**config.mk**
```make
export PLATFORM = sky130hd
export DESIGN_NAME = nibble_serial_adder
export DESIGN_NICKNAME = d
export VERILOG_FILES = /design/src/rtl/nibble_serial_adder_pkg.sv /design/src/rtl/nibble_serial_adder_adder4.sv /design/src/rtl/nibble_serial_adder.sv
export SDC_FILE = /design/constraint.sdc
export NUM_CORES = 1
export LEC_CHECK = 0
export ABC_AREA = 1
export CAP_MARGIN = 40
export CORE_AREA = 10 10 97 73
export CTS_BUF_LIST = sky130_fd_sc_hd__clkbuf_4
export CTS_CLUSTER_DIAMETER = 120
export DETAILED_ROUTE_END_ITERATION = 10
export DIE_AREA = 0 0 107 83
export GPL_ROUTABILITY_DRIVEN = 1
export PLACE_DENSITY = 0.78
export SLEW_MARGIN = 20
export SYNTH_ARGS = -nofsm -noshare
export SYNTH_HDL_FRONTEND = slang
export SYNTH_SLANG_ARGS = --single-unit
```
**constraint.sdc**
```tcl
create_clock -name clk -period 3.2 [get_ports clk]
set_input_delay 0.32 -clock clk [delete_from_list [all_inputs] [get_ports clk]]
set_output_delay 0.32 -clock clk [all_outputs]
set_load 0.01 [all_outputs]
```
**src/rtl/nibble_serial_adder_pkg.sv**
```systemverilog
// Shared constants for the nibble-serial adder: FSM state encodings and slice width.
// Optional overflow output is enabled by the SERIAL_ADDER_OVF_EN macro in the top.
package nibble_serial_adder_pkg;

    localparam int NIBBLE_W = 4;

    typedef enum logic [1:0] {
        IDLE = 2'd0,
        RUN  = 2'd1,
        DONE = 2'd2
    } state_t;

    // Slice index width; a single-nibble build still needs a 1-bit counter.
    function automatic int idxWidth(input int nibbles);
        return (nibbles > 1) ? $clog2(nibbles) : 1;
    endfunction

endpackage

```
**src/rtl/nibble_serial_adder_adder4.sv**
```systemverilog
// The existing 4-bit ripple adder stage, purely combinational.
module adder_4bits (
    input  logic [3:0] a,
    input  logic [3:0] b,
    input  logic       ci,
    output logic [3:0] s,
    output logic       co
);

    assign {co, s} = {1'b0, a} + {1'b0, b} + {4'b0000, ci};

endmodule

```
**src/rtl/nibble_serial_adder.sv**
```systemverilog
// Multi-cycle wide adder feeding one nibble per clock through a single adder_4bits.
// Define SERIAL_ADDER_OVF_EN to add the registered two's-complement overflow output o_ovf.
module nibble_serial_adder
    import nibble_serial_adder_pkg::*;
#(
    parameter int NIBBLES = 4
) (
    input  logic                    clk,
    input  logic                    rst_n,
    input  logic                    i_start,
    input  logic [4*NIBBLES-1:0]    i_a,
    input  logic [4*NIBBLES-1:0]    i_b,
    input  logic                    i_ci,
    output logic                    o_busy,
    output logic                    o_done,
    output logic [4*NIBBLES-1:0]    o_s,
    output logic                    o_co
`ifdef SERIAL_ADDER_OVF_EN
    ,
    output logic                    o_ovf
`endif
);

    localparam int W     = NIBBLE_W * NIBBLES;
    localparam int IDX_W = idxWidth(NIBBLES);
    localparam logic [IDX_W-1:0] LAST_IDX = IDX_W'(NIBBLES - 1);

    state_t                r_state;
    logic [W-1:0]          r_opA;
    logic [W-1:0]          r_opB;
    logic                  r_carry;
    logic [IDX_W-1:0]      r_idx;
    logic [W-1:0]          r_s;
    logic                  r_co;
    logic                  r_busy;
    logic                  r_done;
`ifdef SERIAL_ADDER_OVF_EN
    logic                  r_ovf;
`endif

    logic [NIBBLE_W-1:0]   w_sliceA;
    logic [NIBBLE_W-1:0]   w_sliceB;
    logic [NIBBLE_W-1:0]   w_sum;
    logic                  w_co;

    // Select the current nibble of each latched operand for the shared adder.
    always_comb begin
        w_sliceA = '0;
        w_sliceB = '0;
        for (int n = 0; n < NIBBLES; n++) begin
            if (r_idx == IDX_W'(n)) begin
                w_sliceA = r_opA[n*NIBBLE_W +: NIBBLE_W];
                w_sliceB = r_opB[n*NIBBLE_W +: NIBBLE_W];
            end
        end
    end

    adder_4bits u_adder (
        .a  (w_sliceA),
        .b  (w_sliceB),
        .ci (r_carry),
        .s  (w_sum),
        .co (w_co)
    );

    always_ff @(posedge clk or negedge rst_n) begin
        if (!rst_n) begin
            r_state <= IDLE;
            r_opA   <= '0;
            r_opB   <= '0;
            r_carry <= 1'b0;
            r_idx   <= '0;
            r_s     <= '0;
            r_co    <= 1'b0;
            r_busy  <= 1'b0;
            r_done  <= 1'b0;
`ifdef SERIAL_ADDER_OVF_EN
            r_ovf   <= 1'b0;
`endif
        end else begin
            case (r_state)
                IDLE: begin
                    r_done <= 1'b0;
                    if (i_start) begin
                        r_opA   <= i_a;
                        r_opB   <= i_b;
                        r_carry <= i_ci;
                        r_idx   <= '0;
                        r_s     <= '0;
                        r_co    <= 1'b0;
                        r_busy  <= 1'b1;
`ifdef SERIAL_ADDER_OVF_EN
                        r_ovf   <= 1'b0;
`endif
                        r_state <= RUN;
                    end
                end
                RUN: begin
                    for (int n = 0; n < NIBBLES; n++) begin
                        if (r_idx == IDX_W'(n)) begin
                            r_s[n*NIBBLE_W +: NIBBLE_W] <= w_sum;
                        end
                    end
                    r_carry <= w_co;
                    if (r_idx == LAST_IDX) begin
                        // Final slice: the carry out of this nibble is the result carry.
                        r_idx   <= '0;
                        r_co    <= w_co;
                        r_done  <= 1'b1;
`ifdef SERIAL_ADDER_OVF_EN
                        r_ovf   <= r_opA[W-1] ^ r_opB[W-1] ^ w_sum[NIBBLE_W-1] ^ w_co;
`endif
                        r_state <= DONE;
                    end else begin
                        r_idx   <= r_idx + IDX_W'(1);
                    end
                end
                DONE: begin
                    r_done  <= 1'b0;
                    r_busy  <= 1'b0;
                    r_state <= IDLE;
                end
                default: begin
                    r_done  <= 1'b0;
                    r_busy  <= 1'b0;
                    r_state <= IDLE;
                end
            endcase
        end
    end

    assign o_busy = r_busy;
    assign o_done = r_done;
    assign o_s    = r_s;
    assign o_co   = r_co;
`ifdef SERIAL_ADDER_OVF_EN
    assign o_ovf  = r_ovf;
`endif

endmodule

```
==> flow_summary_export.csv, run 1 <==
group,metric,value,unit
grt,grt_antenna_before_repair,0,
grt,grt_max_degree,36,
final_layout,diodes,0,
route,num_vias,2222,
grt,grt_pass1_vias,2161,
synth,syn-num-nets,372,
floorplan,core,5170,sq um
critical_path,crit_start,"r_idx[0]$_DFFE_PN0P_",
route,drt_first_pass_iters,4,
timing,finClkSkew,0.00369,ns
route,drt_iter0_drc,81,
cts,cts_tree,"built",
grt,grt_pass1_wl,10.5,mm
grt,grt_util_all_layers,14.4,%
final_layout,nNetsFinal,425,
route,routed_wl,6.18,mm
timing,timing.fmax,348,MHz
grt,grt-ovfl-total,0,
cts,numCtsBuffers,5,
run,maxCapViolCount,0,
route,drt.antenna.violating_nets,0,
timing,worstMarginPinSlew,0.615,ns
power_and_ir_drop,total_power,3390,uW
final_layout,fill_cells,456,
timing,hold_viol,0,
cts,clk_latency,0.37,ns
cts,cts_sinks,56,
final_layout,area_growth,22.7,%
critical_path,crit-reg2reg-capture,"o_co$_DFFE_PN0P_",
timing,final_max_slew_viol_count,0,
status,status,"complete, no violations",
place,gp_congestion,0.835,
synth,postSynthAreaPerCell,8.23,sq um
route,route.detailed.drc,0,
critical_path,cp-start-kind,"flop",
critical_path,crit_end,"o_co$_DFFE_PN0P_",
power_and_ir_drop,leakage,0.00169,uW
synth,ys.flop_type,"dfrtp_1",
synth,synth-seq-cells,56,
place,place.port_buffers,54,
synth,yosys-top-cells-count,"164 x nand2_1, 56 x dfrtp_1, 20 x inv_1, 10 x a21oi_1, 10 x o21ai_0",
critical_path,reg2reg_from,"r_idx[0]$_DFFE_PN0P_",
floorplan,initial_core_util,52.0,%
floorplan,die_w,107,microns
timing,tns,0,ns
floorplan,num_rows,22,
critical_path,path_class,"flop to flop",
critical_path,reg2reg_depth,16,
power_and_ir_drop,powerDensity,1030,nW/um^2
timing,relSlewSlack,59.0,%
synth,synthTopCellsByArea,"dfrtp_1 52%, nand2_1 23%, ha_1 3.3%, inv_1 2.8%, buf_6 2.1%",
timing,final-setup-viol-count,0,
critical_path,crit_path_end_kind,"flop",
synth,synth_edf_count,0,
power_and_ir_drop,ir_drop,0.402,mV
route,avgRoutedWirePerCell,13.6,microns
synth,yosysTopAreaCell,"dfrtp_1",
synth,yosysUniqueCellTypes,25,
synth,yosysSeqAreaShare,52.1,%
synth,netlist_instances,327,
timing,fin_crit,2.87,ns
floorplan,die_y,83,microns
cts,post_cts_buffers,0,
synth,netlist_area,2690,sq um
hold_path,min_path_type,"input pin to flop",
timing,whs,0.455,ns
place,dp_hpwl,4.76,mm
synth,yosys.cell_count.top_type,"nand2_1",
floorplan,boundaryPins,55,
critical_path,crit_arrival,3.20,ns
timing,rsz0062_at_grt,"no",
synth,yosysWarnings,0,
synth,async_flop_share,100,%
route,routed_via_density,4.91,
final_layout,drive_above_1_share,6.04,%
critical_path,cp_max_fo,5,
synth,netlist.area_leader.share,52.1,%
critical_path,r2r_setup_slack,0.33,ns
cts,clk_pin_slew,0.15,ns
cts,cts_max_level,2,
critical_path,crit_required,3.52,ns
timing,post-route-period-util,89.8,%
cts,clockBufferDepth,2,
cts,cts_root_buffer,"clkbuf_4",
floorplan,dieArea,8880,sq um
-- cells in the final DEF, fill, tap and decap left out --
cell,n
a21oi_1,10
a21oi_4,1
a22oi_1,1
buf_2,1
buf_4,2
clkbuf_4,7
clkdlybuf4s50_1,53
clkinv_1,1
dfrtp_1,56
dlygate4sd3_1,1
fa_1,2
ha_1,7
inv_1,20
inv_2,5
nand2_1,164
nand2_2,2
nand2_4,1
nand3_1,7
nand4_1,4
nor2_1,9
nor2_2,1
o211ai_1,2
o21ai_0,10
o21ai_1,9
o21ai_2,2
o21ai_4,1
o21bai_1,1
o31ai_1,1
-- power by group --
group          total (uW)  leakage, uW  switching [uW]  internal, uW
sequential           1220     0.000706             194          1020
combinational        1860     0.000952            1150           711
clock                 311    0.0000338             209           102
-- per-layer routing --
metal,global-route usage [%],routed length [microns]
met4,3.90,69
met3,5.25,515
met1,19.4,2960
met5,0,0
met2,21.0,2630
-- critical path, stage by stage (launching register included) --
cell,delay [ns]
dfrtp_1,0.45
inv_1,0.12
ha_1,0.27
inv_2,0.08
nor2_1,0.22
nand2_1,0.09
nand2_1,0.06
o21ai_1,0.06
nand2_1,0.06
o21ai_1,0.08
fa_1,0.40
fa_1,0.46
inv_1,0.08
a21oi_1,0.06
o21bai_1,0.17
nand3_1,0.09
nand2_1,0.07
-- state kept, by name (all words and copies together), names as in the netlist --
signal and flops:
r_opB 16, r_carry 1, r_state 2, o_busy 1, r_idx 2, o_done 1, o_s 16, o_co 1
r_opA 16
-- layout make-up --
class	instances	area (sq um)	area share [%]
flip-flops and latches	56	1400	42.4
well taps	72	90.1	2.73
repair buffers	57	561	17.0
inverters	25	93.8	2.84
clock buffers	7	52.6	1.59
clock inverters	1	3.75	0.114
multi-input cells	235	1100	33.3
-- what timing repair did --
item / CTS / global route
hold buffers: 1 / 0
hold endpoints to repair: 27 / 0
gates resized for setup: 0 / 0
-- worst min-delay path by stage --
| stage | slack, ns | depth (start not counted) | to | start |
|---|---|---|---|---|
| final | 0.46 | 3 | r_opB[0]$_DFFE_PN0P_ | i_b[0] |
| after global routing | 0.45 | 3 | r_opA[12]$_DFFE_PN0P_ | i_a[12] |
| after CTS | 0.45 | 3 | r_opA[14]$_DFFE_PN0P_ | i_a[14] |
| after detailed placement | 0.37 | 1 | r_opB[7]$_DFFE_PN0P_ | rst_n |
| after global placement | 0.35 | 1 | r_opB[7]$_DFFE_PN0P_ | rst_n |
| after floorplan | 0.02 | 0 | o_busy$_DFFE_PN0P_ | rst_n |
-- cell families after synthesis --
logic type / Yosys count / share of synthesized area (%)
AND/OR/NAND/NOR: 188 / 27.5
flip-flops: 56 / 52.1
AO/OA/AOI/OAI: 38 / 8.65
buffers and inverters: 36 / 7.07
adder cells (fa/ha/maj): 9 / 4.74
-- metrics by stage --
stage	area (sq um)	util (%)	instances	worst slack (ns)
after floorplan	2690	-	327	0.680
after global placement	3240	62.5	444	0.515
after detailed placement	3240	62.5	444	0.381
after CTS	3300	63.8	453	0.335
after global routing	3300	63.8	453	0.0603
final	3300	63.8	453	0.325
No activity file was read; power rests on OpenSTA's default activity.
==> run 2, diff against run 1 <==
Settings changed: CORE_AREA 10 10 97 73 to 10 10 101 76, DIE_AREA 0 0 107 83 to 0 0 111 86, PLACE_DENSITY 0.78 to 0.75.
Clock period 3.2 ns to 2.34 ns, I/O delays scaled along.
==> run 2 against run 1 <==
  * The run now ends with negative setup slack left
  * Sequential power grew 37%
  * Routed wire length grew 11%
  * Utilization grew 1.3 points
  * Critical endpoint unchanged
  * Largest power group unchanged
==> flow_summary_export.csv, run 2 (synthesis gave the netlist of run 1 again) <==
group,metric,value,unit
route,met3_length,336,microns
floorplan,initial_core_util,47.5,%
critical_path,cp-start-kind,"flop",
place,dp_hpwl,5.02,mm
route,routed_via_density,4.84,
critical_path,r2r_setup_slack,-0.11,ns
route,routed_wl,6.87,mm
status,status,"complete, but fails checks",
status,failed_checks,"negative setup slack",
grt,grt_max_degree,36,
grt,grt-ovfl-total,0,
critical_path,reg2reg_from,"r_idx[0]$_DFFE_PN0P_",
cts,cts_root_buffer,"clkbuf_4",
power_and_ir_drop,ir_drop,0.790,mV
timing,relSlewSlack,56.6,%
critical_path,crit_start,"r_idx[0]$_DFFE_PN0P_",
timing,tns,-0.344,ns
floorplan,num_rows,23,
grt,grt_pass1_vias,2442,
route,num_vias,2335,
timing,whs,0.365,ns
cts,cts_tree,"built",
route,drt.antenna.violating_nets,0,
critical_path,crit_arrival,2.78,ns
timing,worstMarginPinSlew,0.651,ns
grt,grt_pass1_wl,11.7,mm
place,gp_congestion,0.891,
final_layout,final_common_cell,"nand2_1",
timing,finClkSkew,0.0179,ns
floorplan,core,5670,sq um
place,place.port_buffers,54,
route,routed.top_layer,"met4",
timing,hold_viol,0,
route,drt-met1-wl,3.46,mm
route,drt_first_pass_iters,4,
hold_path,hold_start,"i_a[6]",
final_layout,nNetsFinal,451,
critical_path,cp_max_fo,7,
route,avgRoutedWirePerCell,14.3,microns
final_layout,area_growth,37.1,%
floorplan,dieArea,9550,sq um
timing,final_max_slew_viol_count,0,
critical_path,path_class,"flop to flop",
cts,clk_latency,0.38,ns
run,maxCapViolCount,0,
route,drt_iter0_drc,110,
timing,fin_ws,-0.111,ns
power_and_ir_drop,leakage,0.00184,uW
final_layout,fill_cells,476,
cts,clk_pin_slew,0.18,ns
floorplan,boundaryPins,55,
timing,fin_crit,2.45,ns
cts,cts_max_level,2,
power_and_ir_drop,powerDensity,1550,nW/um^2
hold_path,min_path_type,"input pin to flop",
final_layout,final_cell_mix,"158 x nand2_1, 56 x dfrtp_1, 53 x clkdlybuf4s50_1",
floorplan,die_w,111,microns
grt,grt_util_all_layers,14.5,%
grt,grt_antenna_before_repair,0,
timing,final-setup-viol-count,6,
cts,numCtsBuffers,5,
floorplan,die_y,86,microns
critical_path,crit_required,2.66,ns
timing,post-route-period-util,105,%
cts,clockBufferDepth,2,
timing,rsz0062_at_grt,"yes",
cts,cts_sinks,56,
critical_path,crit_path_end_kind,"flop",
timing,timing.fmax,408,MHz
route,route.detailed.drc,0,
final_layout,drive_above_1_share,20.1,%
final_layout,diodes,0,
route,wl_met2,3.02,mm
## run 2: area by class of cell
class | instances | area (sq um) | area share (%)
clock buffer | 5 | 37.5 | 1.02
clock inverter | 3 | 46.3 | 1.26
inverter | 25 | 98.8 | 2.68
multi-input combinational | 235 | 1240 | 33.6
sequential | 56 | 1400 | 38.0
tap | 75 | 93.8 | 2.54
timing repair buffer | 83 | 772 | 20.9
## run 2: repair_timing
item                       4_1_cts  5_1_grt
hold buffers                     1        0
gates resized for setup         12       22
pin swaps                        2       16
setup buffers                    5        5
setup endpoints to repair       14       15
hold endpoints to repair        27        0
## run 2: worst paths after layout
kind	to	depth (start not counted)
worst min-delay path	r_opA[6]$_DFFE_PN0P_	3
worst min register to register	r_opA[0]$_DFFE_PN0P_	2
min in group asynchronous	o_s[4]$_DFFE_PN0P_	2
worst max-delay path	o_co$_DFFE_PN0P_	15
worst max register to register	o_co$_DFFE_PN0P_	15
max in group asynchronous	r_opB[0]$_DFFE_PN0P_	3
## run 2: report_power, final
part	switching, uW	total (uW)	internal [uW]
clock	319	548	229
combinational	1980	3500	1510
sequential	271	1670	1400
## run 2: per-stage QoR
step                utilization [%]  cell area, sq um  setup slack (ns)  power [uW]  cells
floorplan                         -              2730           0.00281        3560    327
global placement               60.3              3420           -0.0711        4510    465
detailed placement             60.3              3420            -0.164        4580    465
CTS                            63.1              3580            -0.110        5300    479
global route                   65.1              3690            -0.227        6230    482
finish                         65.1              3690            -0.111        5710    482
## run 2: critical path, cell delays in order, from the launching register on
cell,delay (ns)
dfrtp_1,0.45
buf_6,0.13
ha_4,0.18
nor2_4,0.11
nand2_1,0.05
nand2_1,0.05
o21ai_1,0.05
nand2_1,0.07
o21ai_2,0.06
fa_2,0.35
fa_2,0.38
inv_2,0.07
a21oi_2,0.05
o21bai_1,0.21
nand3_1,0.10
nand2_1,0.07
## run 2: per-layer routing
| metal | up-vias | global-route usage, % |
|---|---|---|
| li1 | 1177 | - |
| met1 | 1102 | 19.8 |
| met2 | 50 | 22.2 |
| met3 | 6 | 3.90 |
| met4 | 0 | 3.42 |
| met5 | - | 0 |
